<file path="src/rtl/led_pattern_sequencer_if.sv">
// Control and display signals of the LED pattern sequencer.
// master drives the controls, slave (the sequencer) drives the lights.
interface led_pattern_sequencer_if #(
   parameter int RED_W   = 10,
   parameter int GREEN_W = 8
);
   logic               en;
   logic               step;
   logic [1:0]         mode;
   logic [1:0]         speed;
   logic [RED_W-1:0]   red_lights;
   logic [GREEN_W-1:0] green_lights;
   logic               tick;
   logic [1:0]         cur_mode;

   modport master (
      output en, step, mode, speed,
      input  red_lights, green_lights, tick, cur_mode
   );

   modport slave (
      input  en, step, mode, speed,
      output red_lights, green_lights, tick, cur_mode
   );
endinterface

</file>
<file path="src/rtl/led_pattern_sequencer.sv">
// Timed LED pattern generator (ALT/CHASE/BOUNCE/BLINK) with free-run divider or manual step.
// Latency: all outputs registered, new pattern and tick appear on the advancing edge; no backpressure.
module led_pattern_sequencer #(
   parameter int DIV     = 10000000,
   parameter int RED_W   = 10,
   parameter int GREEN_W = 8
) (
   input  logic                    clk,
   input  logic                    rst_n,
   led_pattern_sequencer_if.slave  bus
);

   typedef enum logic [1:0] {
      MODE_ALT    = 2'b00,
      MODE_CHASE  = 2'b01,
      MODE_BOUNCE = 2'b10,
      MODE_BLINK  = 2'b11
   } mode_e;

   typedef enum logic {
      DIR_DOWN = 1'b0,
      DIR_UP   = 1'b1
   } dir_e;

   // Largest period is DIV << 3; four extra bits cover it including the equality case.
   localparam int CNT_W = $clog2(DIV) + 4;

   localparam logic [2*RED_W-1:0]   RED_REP = {RED_W{2'b10}};
   localparam logic [2*GREEN_W-1:0] GRN_REP = {GREEN_W{2'b10}};
   localparam logic [RED_W-1:0]     RED_ALT = RED_REP[2*RED_W-1 -: RED_W];
   localparam logic [GREEN_W-1:0]   GRN_ALT = GRN_REP[2*GREEN_W-1 -: GREEN_W];
   localparam logic [RED_W-1:0]     RED_MSB = {1'b1, {(RED_W-1){1'b0}}};

   logic [CNT_W-1:0]   cnt_q,      cnt_d;
   logic               step_q,     step_d;
   logic               tick_q,     tick_d;
   logic [RED_W-1:0]   red_q,      red_d;
   logic [GREEN_W-1:0] green_q,    green_d;
   logic [GREEN_W-1:0] step_cnt_q, step_cnt_d;
   mode_e              mode_q,     mode_d;
   dir_e               dir_q,      dir_d;

   logic [CNT_W-1:0]   period;
   logic               adv;
   mode_e              req_mode;

   always_ff @(posedge clk or negedge rst_n) begin
      if (!rst_n) begin
         cnt_q      <= '0;
         step_q     <= 1'b0;
         tick_q     <= 1'b0;
         red_q      <= RED_ALT;
         green_q    <= GRN_ALT;
         step_cnt_q <= '0;
         mode_q     <= MODE_ALT;
         dir_q      <= DIR_DOWN;
      end else begin
         cnt_q      <= cnt_d;
         step_q     <= step_d;
         tick_q     <= tick_d;
         red_q      <= red_d;
         green_q    <= green_d;
         step_cnt_q <= step_cnt_d;
         mode_q     <= mode_d;
         dir_q      <= dir_d;
      end
   end

   // Divider and manual step edge detect; >= lets a shrinking period fire at once.
   always_comb begin
      period = CNT_W'(DIV) << bus.speed;
      adv    = 1'b0;
      cnt_d  = cnt_q;
      step_d = bus.step;
      if (bus.en) begin
         if (cnt_q >= period - CNT_W'(1)) begin
            cnt_d = '0;
            adv   = 1'b1;
         end else begin
            cnt_d = cnt_q + CNT_W'(1);
         end
      end else begin
         cnt_d = '0;
         adv   = bus.step & ~step_q;
      end
      tick_d = adv;
   end

   always_comb begin
      red_d      = red_q;
      green_d    = green_q;
      step_cnt_d = step_cnt_q;
      mode_d     = mode_q;
      dir_d      = dir_q;
      req_mode   = mode_e'(bus.mode);
      if (adv) begin
         if (req_mode != mode_q) begin
            // A mode switch only loads the new start pattern; it does not also advance.
            mode_d     = req_mode;
            step_cnt_d = '0;
            dir_d      = DIR_DOWN;
            case (req_mode)
               MODE_ALT: begin
                  red_d   = RED_ALT;
                  green_d = GRN_ALT;
               end
               MODE_CHASE, MODE_BOUNCE: begin
                  red_d   = RED_MSB;
                  green_d = '0;
               end
               default: begin
                  red_d   = '1;
                  green_d = '1;
               end
            endcase
         end else begin
            step_cnt_d = step_cnt_q + GREEN_W'(1);
            case (mode_q)
               MODE_CHASE: begin
                  red_d   = {red_q[0], red_q[RED_W-1:1]};
                  green_d = step_cnt_d;
               end
               MODE_BOUNCE: begin
                  // Flip direction as the endpoint is reached so it shows for one tick only.
                  if (dir_q == DIR_DOWN) begin
                     red_d = red_q >> 1;
                     if (red_q[1]) dir_d = DIR_UP;
                  end else begin
                     red_d = red_q << 1;
                     if (red_q[RED_W-2]) dir_d = DIR_DOWN;
                  end
                  green_d = step_cnt_d;
               end
               default: begin
                  red_d   = ~red_q;
                  green_d = ~green_q;
               end
            endcase
         end
      end
   end

   assign bus.red_lights   = red_q;
   assign bus.green_lights = green_q;
   assign bus.tick         = tick_q;
   assign bus.cur_mode     = mode_q;

endmodule

</file>
<file path="src/flat_wrapper.sv">
// flat-port wrapper written by rule: the top's interface ports become plain ports
module led_pattern_sequencer_flat 
#(
   parameter int DIV     = 10000000,
   parameter int RED_W   = 10,
   parameter int GREEN_W = 8
)
  (clk, rst_n, bus_en, bus_step, bus_mode, bus_speed, bus_red_lights, bus_green_lights, bus_tick, bus_cur_mode);
  led_pattern_sequencer_if #(.RED_W(RED_W), .GREEN_W(GREEN_W)) bus_i ();
  input  logic clk;
  input  logic rst_n;
  input wire logic [$bits(bus_i.en)-1:0] bus_en;
  input wire logic [$bits(bus_i.step)-1:0] bus_step;
  input wire logic [$bits(bus_i.mode)-1:0] bus_mode;
  input wire logic [$bits(bus_i.speed)-1:0] bus_speed;
  output wire logic [$bits(bus_i.red_lights)-1:0] bus_red_lights;
  output wire logic [$bits(bus_i.green_lights)-1:0] bus_green_lights;
  output wire logic [$bits(bus_i.tick)-1:0] bus_tick;
  output wire logic [$bits(bus_i.cur_mode)-1:0] bus_cur_mode;
  assign bus_i.en = bus_en;
  assign bus_i.step = bus_step;
  assign bus_i.mode = bus_mode;
  assign bus_i.speed = bus_speed;
  assign bus_red_lights = bus_i.red_lights;
  assign bus_green_lights = bus_i.green_lights;
  assign bus_tick = bus_i.tick;
  assign bus_cur_mode = bus_i.cur_mode;
  led_pattern_sequencer #(.DIV(DIV), .RED_W(RED_W), .GREEN_W(GREEN_W)) u_core (.clk(clk), .rst_n(rst_n), .bus(bus_i));
endmodule
</file>
<file path="config.mk">
export PLATFORM = sky130hd
export DESIGN_NAME = led_pattern_sequencer_flat
export DESIGN_NICKNAME = d
export VERILOG_FILES = /design/src/rtl/led_pattern_sequencer_if.sv /design/src/rtl/led_pattern_sequencer.sv /design/src/flat_wrapper.sv
export SDC_FILE = /design/constraint.sdc
export NUM_CORES = 1
export LEC_CHECK = 0
export CAP_MARGIN = 30
export CORE_ASPECT_RATIO = 0.75
export CORE_UTILIZATION = 25
export DETAILED_ROUTE_END_ITERATION = 16
export SYNTH_ARGS = -nofsm -noshare
export SYNTH_HDL_FRONTEND = slang
export SYNTH_SLANG_ARGS = --single-unit
</file>
<file path="constraint.sdc">
create_clock -name clk -period 2.7 [get_ports clk]
set_clock_uncertainty 0.2 [all_clocks]
set_input_delay 0.675 -clock clk [delete_from_list [all_inputs] [get_ports clk]]
set_output_delay 0.675 -clock clk [all_outputs]
set_load 0.02 [all_outputs]
</file>
After elaboration in Yosys (flattened, before gate mapping) --
Index checks and enable logic that the tools add are counted.
Word-level totals: register bits after elaboration 59, output and inout bits 21, word-level logic and storage cells 45, input bits 8
Cells by class: equal/unequal tests 5, shift-type cells 1, bitwise operators 4, add/sub/neg operators 3, multiplexer cells 17, $lt $le $gt $ge 1, reductions and logical operators 6
Operators by type and width (number):
- $mux 28 | 2
- $add 28x1->28 const B | 1
- $ge 28x28->1 | 1
- $shl 24x2->28 const A | 1
- $sub 28x1->28 const B | 1
- $mux 8 | 3
- $mux 10 | 2
- $pmux 10 s2 | 1
- $pmux 9 s2 | 1
- $pmux 8 s2 | 1
- $not 10->10 | 1
- $add 8x1->8 const B | 1
- $not 8->8 | 1
- $mux 1 | 7
- $eq 2x1->1 const B | 2
- $eq 2x2->1 const B | 2
- $reduce_and 2->1 | 2
- $reduce_or 2->1 | 2
- $logic_not 2->1 | 1
- $ne 2x2->1 | 1
- $reduce_bool 2->1 | 1
- $and 1x1->1 | 1
- $not 1->1 | 1

Logic depth before layout (Yosys ltp) --
word-level depth 6, gate-level depth with buffers 13, gate-level depth less buffers 12

Worst setup path after synthesis --
No wires, ideal clock.
path kind input-to-reg, from input port bus_speed[0], to register u_core.green_q[4] (netlist: u_core.bus.green_lights[4]), setup time 0.118 ns, buffers on the path 1, cell stages on the path 13, data arrival time 3.037 ns, data required time 2.382 ns, slack -0.655 ns, path through inv_1 > ha_1 > nor4_1 > nand3_1 > xnor2_1 > ha_1 > a21oi_1 > o21ai_0 > a21o_1 > o31ai_4 > buf_4 > a211oi_1 > a21o_1
On the way: cells in the longest elaborated chain, start to end 5
Ends and longest elaborated chain:
- start, declared | line flat_wrapper.sv:15 | input wire logic [$bits(bus_i.speed)-1:0] bus_speed;
- $shl 24x2->28 | line led_pattern_sequencer.sv:71 | period = CNT_W'(DIV) << bus.speed;
- $sub 28x1->28 | line led_pattern_sequencer.sv:76 | if (cnt_q >= period - CNT_W'(1)) begin
- $ge 28x28->1 | line led_pattern_sequencer.sv:76
- $mux 1 | line led_pattern_sequencer.sv:76
- $mux 1 | line led_pattern_sequencer.sv:75 | if (bus.en) begin
- end signal, assigned | line led_pattern_sequencer.sv:62 | green_q <= green_d;
- end, declared | line led_pattern_sequencer.sv:38 | logic [GREEN_W-1:0] green_q, green_d;
Every way passes these cells. A chain may end at the register's enable or synchronous reset.

Worst setup path in the final report --
from input port bus_speed[0], to register u_core.red_q[6] (netlist: u_core.bus.red_lights[6])
On the way: cells in the longest elaborated chain, start to end 5
Ends and longest elaborated chain:
- $shl 24x2->28 | line led_pattern_sequencer.sv:71
- $sub 28x1->28 | line led_pattern_sequencer.sv:76
- $ge 28x28->1 | line led_pattern_sequencer.sv:76
- $mux 1 | line led_pattern_sequencer.sv:76
- $mux 1 | line led_pattern_sequencer.sv:75
- end signal, assigned | line led_pattern_sequencer.sv:61 | red_q <= red_d;
- end, declared | line led_pattern_sequencer.sv:37 | logic [RED_W-1:0] red_q, red_d;
Every way passes these cells.

==> metrics.yaml <==
status: "complete, but fails checks"
violations: "setup timing"
ys_warn_count: 0
drv_slew: 0
synth-edff-count: 0
antenna_found_initial: 0
crit_fanout: 8
ant_nets: 0
drive_gt1_share_pct: 34.0
grt_usage_pct: 13.5
wl_per_cell_um: 14.8
pin_count: 29
dieHeight_um: 107
rr_worst_depth: 9
post-route-drc-count: 0
row_count: 38
synth-seq-cells: 59
h-tree-depth: 3
nets: 507
clkSinkCount: 59
worstSetupPathType: "in2reg"
grt_overflow_total: 0
reg2reg_to: "u_core.bus.red_lights[6]"
synthSimpleGateAreaFrac_pct: 17.7
synth_top_area_cell: "dfrtp_1"
reg2reg_slack_ns: 0.11
synth_top_area_share_pct: 33.8
startpoint_type: "primary input"
dp_hpwl_um: 6310
ys.flop_type: "dfrtp_1"
vias: 3231
worst_slack_ns: -0.497
fin_util_pct: 38.1
cp.arrival_ns: 3.22
cts_tree: "yes"
worst_pin_slew_ns: 0.973
worstPathRequired_ns: 2.72
die_area_mm2: 0.0153
clkSlewWorstSetupHoldPaths_ns: 0.06
cts-root-buf: "clkbuf_16"
wirelength_um: 9940
mappedNetlistArea_mm2: 0.00371
critPathCaptureType: "register"
power_density_mw_per_mm2: 642
seq_area_frac_synth_pct: 40.1
initial_utilization_pct: 25.6
rr_startpoint: "u_core.cnt_q[9]"
dpl_worst_slack_ns: -1.39
min_period_ns: 3.20
syn-mean-instance-area_um2: 9.34
grt_max_degree: 27
instances_no_fill: 671
fmax_mhz: 313
first_iter_violations: 241
peakVddDrop_v: 0.000311
synth_fa_ha_area_share_pct: 11.1
coreArea_mm2: 0.0145
grt_pass1_wl_um: 16100
gp_congestion: 0.769
netlist_instances: 397
clockBufferDepth: 2
routed_via_density: 4.82
maxSlewHeadroom_pct: 34.9
finalPower_w: 0.00354
async_reset_ff_share_pct: 100
post-place-cells: 637
hold_violations: 0
syn_nets: 438
antenna_cells: 0
synthMuxAreaShare_pct: 3.51
first_pass_iters: 4
setup_viol: 58
leakagePower_nw: 2.28
ys_types: 46
min_path_type: "in2async"
clkLatencyLatePin_ns: 0.34
final.period_utilization_pct: 118
ctsHoldBuffers: 0
io_buffers: 28
synthTopCellsByArea: "dfrtp_1 (34%), ha_1 (11%), dfstp_2 (6.4%)"
synth_top_family_by_area: "simple AND/OR/NAND/NOR gates"
grt_pass1_vias: 3277
syn_to_final_growth_pct: 48.7
maxCapViolations: 0
tritoncts.num_buffers: 9
die-width_um: 143
synth-xor-area-share_pct: 8.27
rsz0062_at_grt: "yes"
synth-compound-area-share_pct: 15.0
[stage by stage]
stage | hold WS, ns | cell area (um2) | TNS (ns)
CTS | 0.111 | 5200 | -23.57
global route | 0.135 | 5510 | -28.17
floorplan | 0.179 | 3740 | -25.91
finish | 0.101 | 5510 | -21.33
global placement | 0.269 | 4410 | -66.24
detailed placement | 0.289 | 4410 | -72.94
[timing repair]
item | in CTS | in global routing
cloned | 5 | 1
buffers inserted | 8 | 9
resized for setup | 69 | 88
setup endpoints to repair | 58 | 58
pin swaps | 12 | 16
[per-layer routing]
layer	up-vias	part of all wire [%]	global-route usage [%]
met1	1605	46	17.7
li1	1549	-	-
met5	-	0	0
met4	0	1.7	6.37
met2	64	48	21.4
met3	13	4.3	2.58
[worst max path at each step]
stage / startpoint / end / slack (ns) / depth (start not counted)
final: bus_speed[0] / u_core.bus.red_lights[6] / -0.50 / 15
after CTS: bus_speed[1] / u_core.bus.red_lights[8] / -0.53 / 15
after floorplan: bus_speed[1] / u_core.bus.green_lights[4] / -0.51 / 13
after global placement: bus_speed[1] / u_core.bus.cur_mode[1] / -1.29 / 13
after detailed placement: bus_speed[1] / u_core.bus.cur_mode[0] / -1.39 / 13
after global routing: bus_speed[1] / u_core.bus.red_lights[6] / -0.64 / 15
[power breakdown]
| part | leakage [nW] | internal [W] | switching, W | total (W) |
|---|---|---|---|---|
| sequential | 0.770 | 0.00100 | 0.000126 | 0.00113 |
| clock | 0.179 | 0.00102 | 0.000430 | 0.00145 |
| combinational | 1.33 | 0.000446 | 0.000514 | 0.000959 |
[cells in the mapped netlist, types with 2 or more instances]
| library cell | n |
|---|---|
| dfrtp_1 | 50 |
| nor2_1 | 47 |
| nand2_1 | 40 |
| ha_1 | 33 |
| o21ai_0 | 30 |
| xor2_1 | 21 |
| a21oi_1 | 19 |
| inv_1 | 18 |
| nand3_1 | 14 |
| xnor2_1 | 14 |
| nand4_1 | 10 |
| clkbuf_1 | 9 |
| dfstp_2 | 9 |
| and3_1 | 8 |
| mux2_2 | 8 |
| o31ai_1 | 8 |
| a21o_1 | 7 |
| a221oi_1 | 5 |
| a211oi_1 | 4 |
| mux2i_1 | 4 |
| a32o_1 | 3 |
| buf_2 | 3 |
| nor3_1 | 3 |
| nor4_1 | 3 |
| and4_1 | 2 |
| buf_4 | 2 |
| buf_6 | 2 |
| nand2b_1 | 2 |
| or3_1 | 2 |
[layout by cell type, fill, tap and decap left out, types with 4 or more instances in the layout]
master / synthesis / routed
and3_1: 8 / 8
nor2_1: 47 / 19
clkdlybuf4s50_1: 0 / 25
nand2_2: 0 / 7
xnor2_1: 14 / 13
ha_1: 33 / 27
o21ai_0: 30 / 11
nor2_4: 0 / 24
dfrtp_1: 50 / 50
a21oi_1: 19 / 18
ha_4: 0 / 4
bufinv_16: 0 / 4
nand4_1: 10 / 10
nor2_2: 0 / 4
o21ai_2: 0 / 7
buf_6: 2 / 7
clkbuf_16: 0 / 10
mux2i_1: 4 / 4
o21ai_1: 1 / 13
inv_1: 18 / 13
buf_4: 2 / 29
buf_12: 0 / 7
o31ai_4: 1 / 6
dfstp_2: 9 / 9
nand2_1: 40 / 32
a221oi_1: 5 / 5
xor2_1: 21 / 21
mux2_2: 8 / 6
nand3_1: 14 / 13
a21o_1: 7 / 7
[critical path: stages]
cell and delay, ns:
buf_6 0.08, clkinvlp_4 0.14, ha_4 0.20, nor4_4 0.28, nand3_2 0.13, xnor2_2 0.16
ha_4 0.28, nand4_1 0.11, nor4_2 0.18, o31a_1 0.26, o31ai_4 0.13, buf_12 0.17
buf_12 0.12, buf_6 0.11, a21o_1 0.18
[state kept, by name, summed over array words and instances, names as in the netlist]
register	count
u_core.step_cnt_q	8
u_core.bus.green_lights	8
u_core.dir_q	1
u_core.bus.cur_mode	2
u_core.step_q	1
u_core.bus.red_lights	10
u_core.cnt_q	28
u_core.bus.tick	1
[logic make-up (layout without fill, tap and decap cells)]
logic type | after synthesis | after routing
buffers and inverters | 34 | 108
flip-flops | 59 | 59
AND/OR/NAND/NOR | 137 | 137
XOR/XNOR | 35 | 35
other | 1 | 1
adder cells (fa/ha/maj) | 33 | 33
multiplexers | 12 | 12
AO/OA/AOI/OAI | 86 | 86
[area by class of cell]
cell class,instances,area [um2]
timing repair buffer,74,802
tap,200,250
fill,1373,8940
sequential,59,1490
clock buffer,10,239
inverter,18,75.1
clock inverter,6,136
multi-input combinational,304,2520
(Power assumes the default switching activity.)
